**src/rtl/seg_scan_driver.sv**
```systemverilog
// Binary-to-BCD (sequential double-dabble) plus 4-digit multiplexed 7-segment scan driver.
// AN and leds are registered from the current digit index and the held BCD result.
module seg_scan_driver #(
  parameter int unsigned SCAN_DIV = 100000,
  parameter bit          LZB      = 1'b1
) (
  input  logic        sysclk,
  input  logic        reset,
  input  logic        load,
  input  logic [13:0] value,
  input  logic        blank,
  output logic        busy,
  output logic [15:0] bcd,
  output logic [3:0]  AN,
  output logic [7:0]  leds
);

  localparam int unsigned VAL_W = 14;
  localparam int unsigned BCD_W = 16;
  localparam int unsigned CNT_W = 4;
  localparam int unsigned DIV_W = (SCAN_DIV > 2) ? $clog2(SCAN_DIV) : 1;
  localparam logic [CNT_W-1:0] LAST_STEP = CNT_W'(VAL_W - 1);
  localparam logic [DIV_W-1:0] DIV_LAST  = DIV_W'(SCAN_DIV - 1);
  localparam logic [VAL_W-1:0] SAT_MAX   = VAL_W'(9999);

  typedef enum logic {IDLE, CONV} state_t;

  state_t             state, state_n;
  logic [VAL_W-1:0]   sh, sh_n;
  logic [BCD_W-1:0]   acc, acc_n, adj;
  logic [CNT_W-1:0]   cnt, cnt_n;
  logic [BCD_W-1:0]   bcd_n;
  logic               busy_n;

  logic [DIV_W-1:0]   div;
  logic [1:0]         idx;
  logic [3:0]         nib_c;
  logic               blanked_c;
  logic [3:0]         an_c;
  logic [7:0]         leds_c;

  function automatic logic [3:0] add3(input logic [3:0] d);
    return (d >= 4'd5) ? d + 4'd3 : d;
  endfunction

  function automatic logic [7:0] seg(input logic [3:0] d);
    case (d)
      4'd0: seg = 8'hC0;
      4'd1: seg = 8'hF9;
      4'd2: seg = 8'hA4;
      4'd3: seg = 8'hB0;
      4'd4: seg = 8'h99;
      4'd5: seg = 8'h92;
      4'd6: seg = 8'h82;
      4'd7: seg = 8'hF8;
      4'd8: seg = 8'h80;
      4'd9: seg = 8'h90;
      default: seg = 8'hFF;
    endcase
  endfunction

  // Conversion state and datapath registers
  always_ff @(posedge sysclk or posedge reset) begin
    if (reset) begin
      state <= IDLE;
      sh    <= '0;
      acc   <= '0;
      cnt   <= '0;
      bcd   <= '0;
      busy  <= 1'b0;
    end else begin
      state <= state_n;
      sh    <= sh_n;
      acc   <= acc_n;
      cnt   <= cnt_n;
      bcd   <= bcd_n;
      busy  <= busy_n;
    end
  end

  // Next-state: capture on load, then 14 add-3/shift steps; bcd only changes on the final step
  always_comb begin
    state_n = state;
    sh_n    = sh;
    acc_n   = acc;
    cnt_n   = cnt;
    bcd_n   = bcd;
    busy_n  = busy;
    adj     = {add3(acc[15:12]), add3(acc[11:8]), add3(acc[7:4]), add3(acc[3:0])};
    case (state)
      IDLE: begin
        if (load) begin
          sh_n    = (value > SAT_MAX) ? SAT_MAX : value;
          acc_n   = '0;
          cnt_n   = '0;
          busy_n  = 1'b1;
          state_n = CONV;
        end
      end
      CONV: begin
        {acc_n, sh_n} = {adj, sh} << 1;
        cnt_n = cnt + CNT_W'(1);
        if (cnt == LAST_STEP) begin
          bcd_n   = acc_n;
          busy_n  = 1'b0;
          state_n = IDLE;
        end
      end
      default: state_n = IDLE;
    endcase
  end

  // Scan divider and digit index
  always_ff @(posedge sysclk or posedge reset) begin
    if (reset) begin
      div <= '0;
      idx <= '0;
    end else if (div == DIV_LAST) begin
      div <= '0;
      idx <= idx + 2'd1;
    end else begin
      div <= div + DIV_W'(1);
    end
  end

  always_comb begin
    nib_c     = 4'd0;
    blanked_c = blank;
    case (idx)
      2'd0: nib_c = bcd[3:0];
      2'd1: begin
        nib_c = bcd[7:4];
        if (LZB && bcd[15:4] == 12'd0) blanked_c = 1'b1;
      end
      2'd2: begin
        nib_c = bcd[11:8];
        if (LZB && bcd[15:8] == 8'd0) blanked_c = 1'b1;
      end
      default: begin
        nib_c = bcd[15:12];
        if (LZB && bcd[15:12] == 4'd0) blanked_c = 1'b1;
      end
    endcase
    an_c   = blanked_c ? 4'b1111 : ~(4'b0001 << idx);
    leds_c = blanked_c ? 8'hFF : seg(nib_c);
  end

  always_ff @(posedge sysclk or posedge reset) begin
    if (reset) begin
      AN   <= 4'b1111;
      leds <= 8'hFF;
    end else begin
      AN   <= an_c;
      leds <= leds_c;
    end
  end

endmodule

```
**config.mk**
```make
export PLATFORM = sky130hd
export DESIGN_NAME = seg_scan_driver
export DESIGN_NICKNAME = d
export VERILOG_FILES = /design/src/rtl/seg_scan_driver.sv
export SDC_FILE = /design/constraint.sdc
export NUM_CORES = 1
export LEC_CHECK = 0
export CORE_MARGIN = 10
export CORE_UTILIZATION = 46
export CTS_CLUSTER_SIZE = 14
export DETAILED_ROUTE_END_ITERATION = 10
export PLACE_DENSITY = 0.74
export REMOVE_ABC_BUFFERS = 1
export SKIP_LAST_GASP = 1
export SYNTH_ARGS = -nofsm -noshare
export SYNTH_HDL_FRONTEND = slang
export SYNTH_SLANG_ARGS = --single-unit
```
**constraint.sdc**
```tcl
create_clock -name sysclk -period 2.9 [get_ports sysclk]
set_input_delay 0.435 -clock sysclk [delete_from_list [all_inputs] [get_ports sysclk]]
set_output_delay 0.435 -clock sysclk [all_outputs]
set_load 0.01 [all_outputs]
```
==> results of run 1 <==
metal layers:
layer / GRT usage / part of all wire
met3: 0.0281 / 0.050
met1: 0.167 / 0.47
met5: 0 / 0
met2: 0.217 / 0.47
met4: 0.0541 / 0.015
worst paths after layout:
check | to | slack (ps) | cells after the start
min reg2reg | sh[12] | 480 | 2
min in group sysclk | sh[12] | 480 | 2
max reg2reg | leds[3] | 670 | 8
min | bcd[1] | 480 | 2
max in group asynchronous | AN[0] | 1760 | 3
max | leds[3] | 670 | 8
cell families after synthesis:
kind of cell	synth area share
adders and majority gates	0.0568
DFF	0.494
other	0.000896
xor gates and xnor gates	0.0419
muxes	0.0643
buffers and inverters	0.0359
AOI/OAI and AO/OA	0.133
and+or+nand+nor	0.174
registers in the layout (all words and copies together) (netlist names):
| register | cells |
|---|---|
| AN | 4 |
| acc | 16 |
| bcd | 16 |
| busy | 1 |
| cnt | 4 |
| div | 17 |
| idx | 2 |
| leds | 7 |
| sh | 14 |
| state | 1 |
layout make-up:
type | count | area, um^2 | share of cell area
clock buffers | 10 | 128 | 0.0257
clock inverters | 6 | 67.6 | 0.0136
inverters | 21 | 80.1 | 0.0161
multi-input cells | 284 | 1970 | 0.397
flip-flops and latches | 82 | 2070 | 0.416
well taps | 108 | 135 | 0.0272
repair buffers | 54 | 518 | 0.104
synth_stat cells (all sizes together), types with 8 or more instances:
cell / n / area [um^2]
nor2: 17 / 63.8
o21ai: 36 / 184
clkbuf: 11 / 41.3
mux2i: 19 / 190
xor2: 8 / 70.1
nand2b: 18 / 113
a21oi: 17 / 85.1
dfstp: 11 / 289
ha: 19 / 238
inv: 21 / 78.8
nand3: 13 / 65.1
nor3b: 16 / 120
dfrtp: 71 / 1780
xnor2: 12 / 105
nand2: 34 / 130
report_power, final:
group / internal [mW] / leakage [nW] / switching, mW
sequential: 1.54 / 1.02 / 0.307
clock: 0.400 / 0.0925 / 0.417
combinational: 0.920 / 1.09 / 0.922
==> metrics.md, run 1 <==
| Metric | Value |
|---|---|
| Hold Violations, Final | `0` |
| CP Max Fanout | `6` |
| Max stage delay on crit path | `between 400 and 500 ps` |
| RSZ-0062 raised after global routing | `no` |
| Initial DRC Count | `149` |
| CTS Hold Buffers Added | `0` |
| CTS clk-pin slew, worst paths | `90 ps` |
| MaxCap Viol Count | `0` |
| Netlist cell types | `49` |
| Worst path slowest cell | `dfrtp_1` |
| CTS Buf Count | `9` |
| GPL Wtd Cong | `0.842` |
| Die height | `between 100 and 150 um` |
| # setup viols final | `0` |
| Slew Viols, Final | `0` |
| WL per Instance | `14.9 um` |
| Endpoint class of the critical path | `flip-flop` |
| Fillers | `795` |
| Status | `finished clean` |
| Nets@finish | `489` |
| Max IR drop VDD | `0.000405 V` |
| Post_cts resized | `0` |
| Num Clock Sinks | `82` |
| Most frequent cells in the layout | `dfrtp_1 (70), clkdlybuf4s50_1 (45), o21ai_0 (35), nand2_1 (33), inv_1 (20)` |
| Asr flop ratio synth | `1.00` |
| Initial antenna violation count | `0` |
| Power Density | `907 nW/um^2` |
| CP Cell Sequence | `inv_1 -> ha_1 -> a222oi_1 -> mux2i_1 -> inv_1 -> ha_1 -> o21ai_0 -> nand4_1` |
| Pleak | `2.21 nW` |
| Cells after Synth | `403` |
| I/O pin total | `47` |
| Row cnt | `34` |
| Placed Cells | `549` |
| Clock root buffer | `clkbuf_8` |
| Setup crit start kind | `flip-flop` |
| Setup Skew | `12.9 ps` |
| Fmax | `448 MHz` |
| CP top delay family | `adder cells` |
| Worst-Skew Late Latency | `350 ps` |
| Power Total | `roughly 4.5 mW` |
| Headroom to the max-slew limit | `0.550` |
| Post-Route Utilization | `0.564` |
| DRT antenna net count | `0` |
| Crit path launch | `idx[0]` |
| Fin crit share | `0.770` |
| Drt via density | `roughly 5.5` |
| TNS Setup | `0 ps` |
| Min cycle time layout | `2230 ps` |
| Number of enable flip-flop cells after synthesis | `0` |
| Post-CTS Setup Inserts | `0` |
| Post-DP HPWL | `between 6000 and 7000 um` |
| Final instance area | `4960 um^2` |
| Clock buffer depth | `2` |
| # DRC | `0` |
| Critical path class | `flip-flop to flip-flop` |
| Largest net degree at the start of global routing | `58` |
| Commonest non-fill, non-tap cell in the layout | `dfrtp_1` |
| Ys flop type | `dfrtp_1` |
| Post-route insts no fill | `565` |
| WP data required | `3150 ps` |
| Total number of vias | `between 3000 and 4000` |
| WP buf/inv | `2` |
| #FFs+latches synth | `82` |
| Gr ovfl total | `0` |
| Area Growth Syn to Fin | `18.6%` |
| Count of yosys warnings during synthesis | `0` |
| Hold WS | `480 ps` |
| Die ar. | `approximately 13000 um^2` |
| Reg-to-reg startpoint | `idx[0]` |
| Placement-stage cell area | `4770 um^2` |
| Critical Path AT | `2490 ps` |
| TritonCTS clock tree | `done` |
| Mapped cell area | `4180 um^2` |
| Core region area | `8810 um^2` |
| Actual slew at the worst max-slew pin | `about 670 ps` |
| First drt pass iteration count | `6` |
| First-pass GRT wire length | `14500 um` |
| Number of port buffers | `45` |
| H-Tree Depth | `3` |
| Setup WS post-layout | `666 ps` |
| Ant diodes | `0` |
| Gr usage total | `0.133` |
| Effective utilization at floorplan | `0.475` |
| HP Class | `input pin to async pin` |
| Syn Area/Cell | `10.4 um^2` |
| Pre-CTS setup slack | `a little over 700 ps` |
| Layout cell share with drive strength beyond 1 | `0.112` |
| Vias in the first global route | `roughly 3200` |
| WL final | `8420 um` |
| Post-synthesis sequential area ratio | `0.494` |
| Die width | `115 um` |
Power figures use the tool's default switching activity.
==> run 2, diff against run 1 <==
Settings changed: PLACE_DENSITY 0.74 to 0.77.
Clock period 2.9 ns to 2 ns, I/O delays scaled along.
==> run 2 against run 1 <==
Clock skew is 4.2 ps lower; worst hold slack worse by 240 ps; die area stayed put; routed wire length is 4.4% higher; critical path type unchanged.
==> metrics.md, run 2 (synthesis gave the netlist of run 1 again) <==
| Metric | Value |
|---|---|
| Status | `finished clean` |
| Setup WS post-layout | `56.1 ps (-609 ps)` |
| Pre-CTS setup slack | `-40.2 ps (-746 ps)` |
| Endpoint class of the critical path | `flip-flop` |
| Headroom to the max-slew limit | `0.643 (+0.0927)` |
| Total number of vias | `3167 (+2.4%)` |
| WP data required | `2260 ps (-890 ps)` |
| Setup crit start kind | `flip-flop` |
| I/O pin total | `47 (unchanged)` |
| Hold Violations, Final | `0 (unchanged)` |
| Drt via density | `5.51 (+0.61%)` |
| Initial DRC Count | `151 (+1.3%)` |
| Row cnt | `34 (unchanged)` |
| Fmax | `514 MHz (+15%)` |
| Clock buffer depth | `2 (unchanged)` |
| Gr ovfl total | `0 (unchanged)` |
| Reg2reg path depth | `8 (unchanged)` |
| Effective utilization at floorplan | `0.475 (unchanged)` |
| Worst-Skew Late Latency | `340 ps (about the same)` |
| # setup viols final | `0 (unchanged)` |
| Nets@finish | `499 (+2.0%)` |
| MaxCap Viol Count | `0 (unchanged)` |
| CTS Buf Count | `9 (unchanged)` |
| Actual slew at the worst max-slew pin | `521 ps (-152 ps)` |
| Reg-to-reg startpoint | `idx[0]` |
| Most frequent cells in the layout | `dfrtp_1 (69), clkdlybuf4s50_1 (45), o21ai_0 (33), nand2_1 (33)` |
| Slew Viols, Final | `0 (unchanged)` |
| Power Density | `1300 nW/um^2 (+43%)` |
| H-Tree Depth | `3 (unchanged)` |
| First-pass GRT wire length | `14800 um (+2.1%)` |
| Initial antenna violation count | `0 (unchanged)` |
| Min cycle time layout | `1940 ps (-291 ps)` |
| Commonest non-fill, non-tap cell in the layout | `dfrtp_1` |
| DRT antenna net count | `0 (unchanged)` |
| WL final | `8790 um (+4.4%)` |
| Crit path launch | `idx[0]` |
| Die width | `115 um (unchanged)` |
| GPL Wtd Cong | `0.850 (+0.91%)` |
| HP Class | `input pin to async pin` |
| Power Total | `6.69 mW (+49%)` |
| Final instance area | `5150 um^2 (+3.7%)` |
| Placement-stage cell area | `4870 um^2 (+2.2%)` |
| Largest regs | `div x17, acc x16, bcd x16` |
| Die height | `115 um (unchanged)` |
| Critical Path AT | `2200 ps (-290 ps)` |
| Post-DP HPWL | `6350 um (+3.0%)` |
| Area Growth Syn to Fin | `23.1%` |
| Number of port buffers | `45 (unchanged)` |
| Fillers | `731 (-8.1%)` |
| Die ar. | `13300 um^2 (unchanged)` |
| Max reg flops | `17 (unchanged)` |
| Largest net degree at the start of global routing | `36 (-38%)` |
| Critical path class | `flip-flop to flip-flop` |
| Clock root buffer | `clkbuf_8` |
| # DRC | `0 (unchanged)` |
| R2R Setup Slk | `60 ps (-610 ps)` |
| CP Max Fanout | `6 (unchanged)` |
| Pleak | `2.29 nW (+3.4%)` |
| Vias in the first global route | `3221 (+1.9%)` |
| Most flop-heavy register | `div` |
| Num Clock Sinks | `82 (unchanged)` |
| Setup Skew | `8.71 ps (-4.23 ps)` |
| Core region area | `8810 um^2 (unchanged)` |
| Fin crit share | `0.972 (+0.201)` |
| Reg-to-reg endpoint | `leds[3]` |
| Gr usage total | `0.135 (+0.00276)` |
| CTS clk-pin slew, worst paths | `80 ps (about the same)` |
| WL per Instance | `15.3 um (+2.6%)` |
| First drt pass iteration count | `4 (-2)` |
| Post-Route Utilization | `0.585 (+0.0210)` |
| Layout cell share with drive strength beyond 1 | `0.156 (+0.0447)` |
| TritonCTS clock tree | `done` |
| Max IR drop VDD | `0.000681 V (+68%)` |
| Ant diodes | `0 (unchanged)` |
## run 2: cell types whose count changed in the layout (fill, tap and decap cells not counted), sizes merged
cell,delta
buf,+10
clkbuf,+2
clkinv,-2
## run 2: worst max path at each step
stage	end	slack (ps)	cells after the start
finish	leds[3]	60	8
global route	leds[3]	-50	8
global placement	leds[3]	40	8
floorplan	bcd[0]	-880	2
detailed placement	leds[3]	-40	8
CTS	leds[3]	2	8
## run 2: per-layer routing
layer / vias to the layer above / part of all wire / GRT usage
met5: - / 0 / 0
met4: 0 / 0.022 / 0.0735
met3: 17 / 0.042 / 0.0318
met2: 73 / 0.47 / 0.219
met1: 1536 / 0.46 / 0.164
li1: 1541 / - / -
## run 2: where the power goes
group	switching, mW	internal [mW]
Combinational	1.33	1.41
Clock	0.573	0.644
Sequential	0.503	2.23
## run 2: repair_timing
item	4_1_cts	5_1_grt
pin swaps	0	4
resized for setup	1	16
setup buffers	1	2
endpoints found under the setup margin	1	10
hold buffers	0	0
## run 2: per-stage QoR
step / hold WS (ps) / setup TNS, ps / cells
after global placement: 449 / 0 / 556
after CTS: 236 / 0 / 573
after floorplan: 386 / -41290 / 387
after detailed placement: 471 / -40.2 / 556
final: 241 / 0 / 575
after global routing: 278 / -147 / 575
## run 2: critical path, stage by stage (launching register included)
cell and delay [ps]:
dfrtp_2 440, inv_4 70, ha_4 180, a222oi_1 320, mux2i_1 200, inv_1 130, ha_2 280, o21ai_1 130
nand4_1 100
## run 2: area by class of cell
type	count	area, um^2	share of cell area
Clock buffer	12	155	0.0301
Clock inverter	4	50.0	0.00972
Inverter	21	82.6	0.0160
Multi-Input combinational cell	284	2010	0.391
Sequential cell	82	2070	0.402
Tap cell	108	135	0.0262
Timing Repair Buffer	64	643	0.125
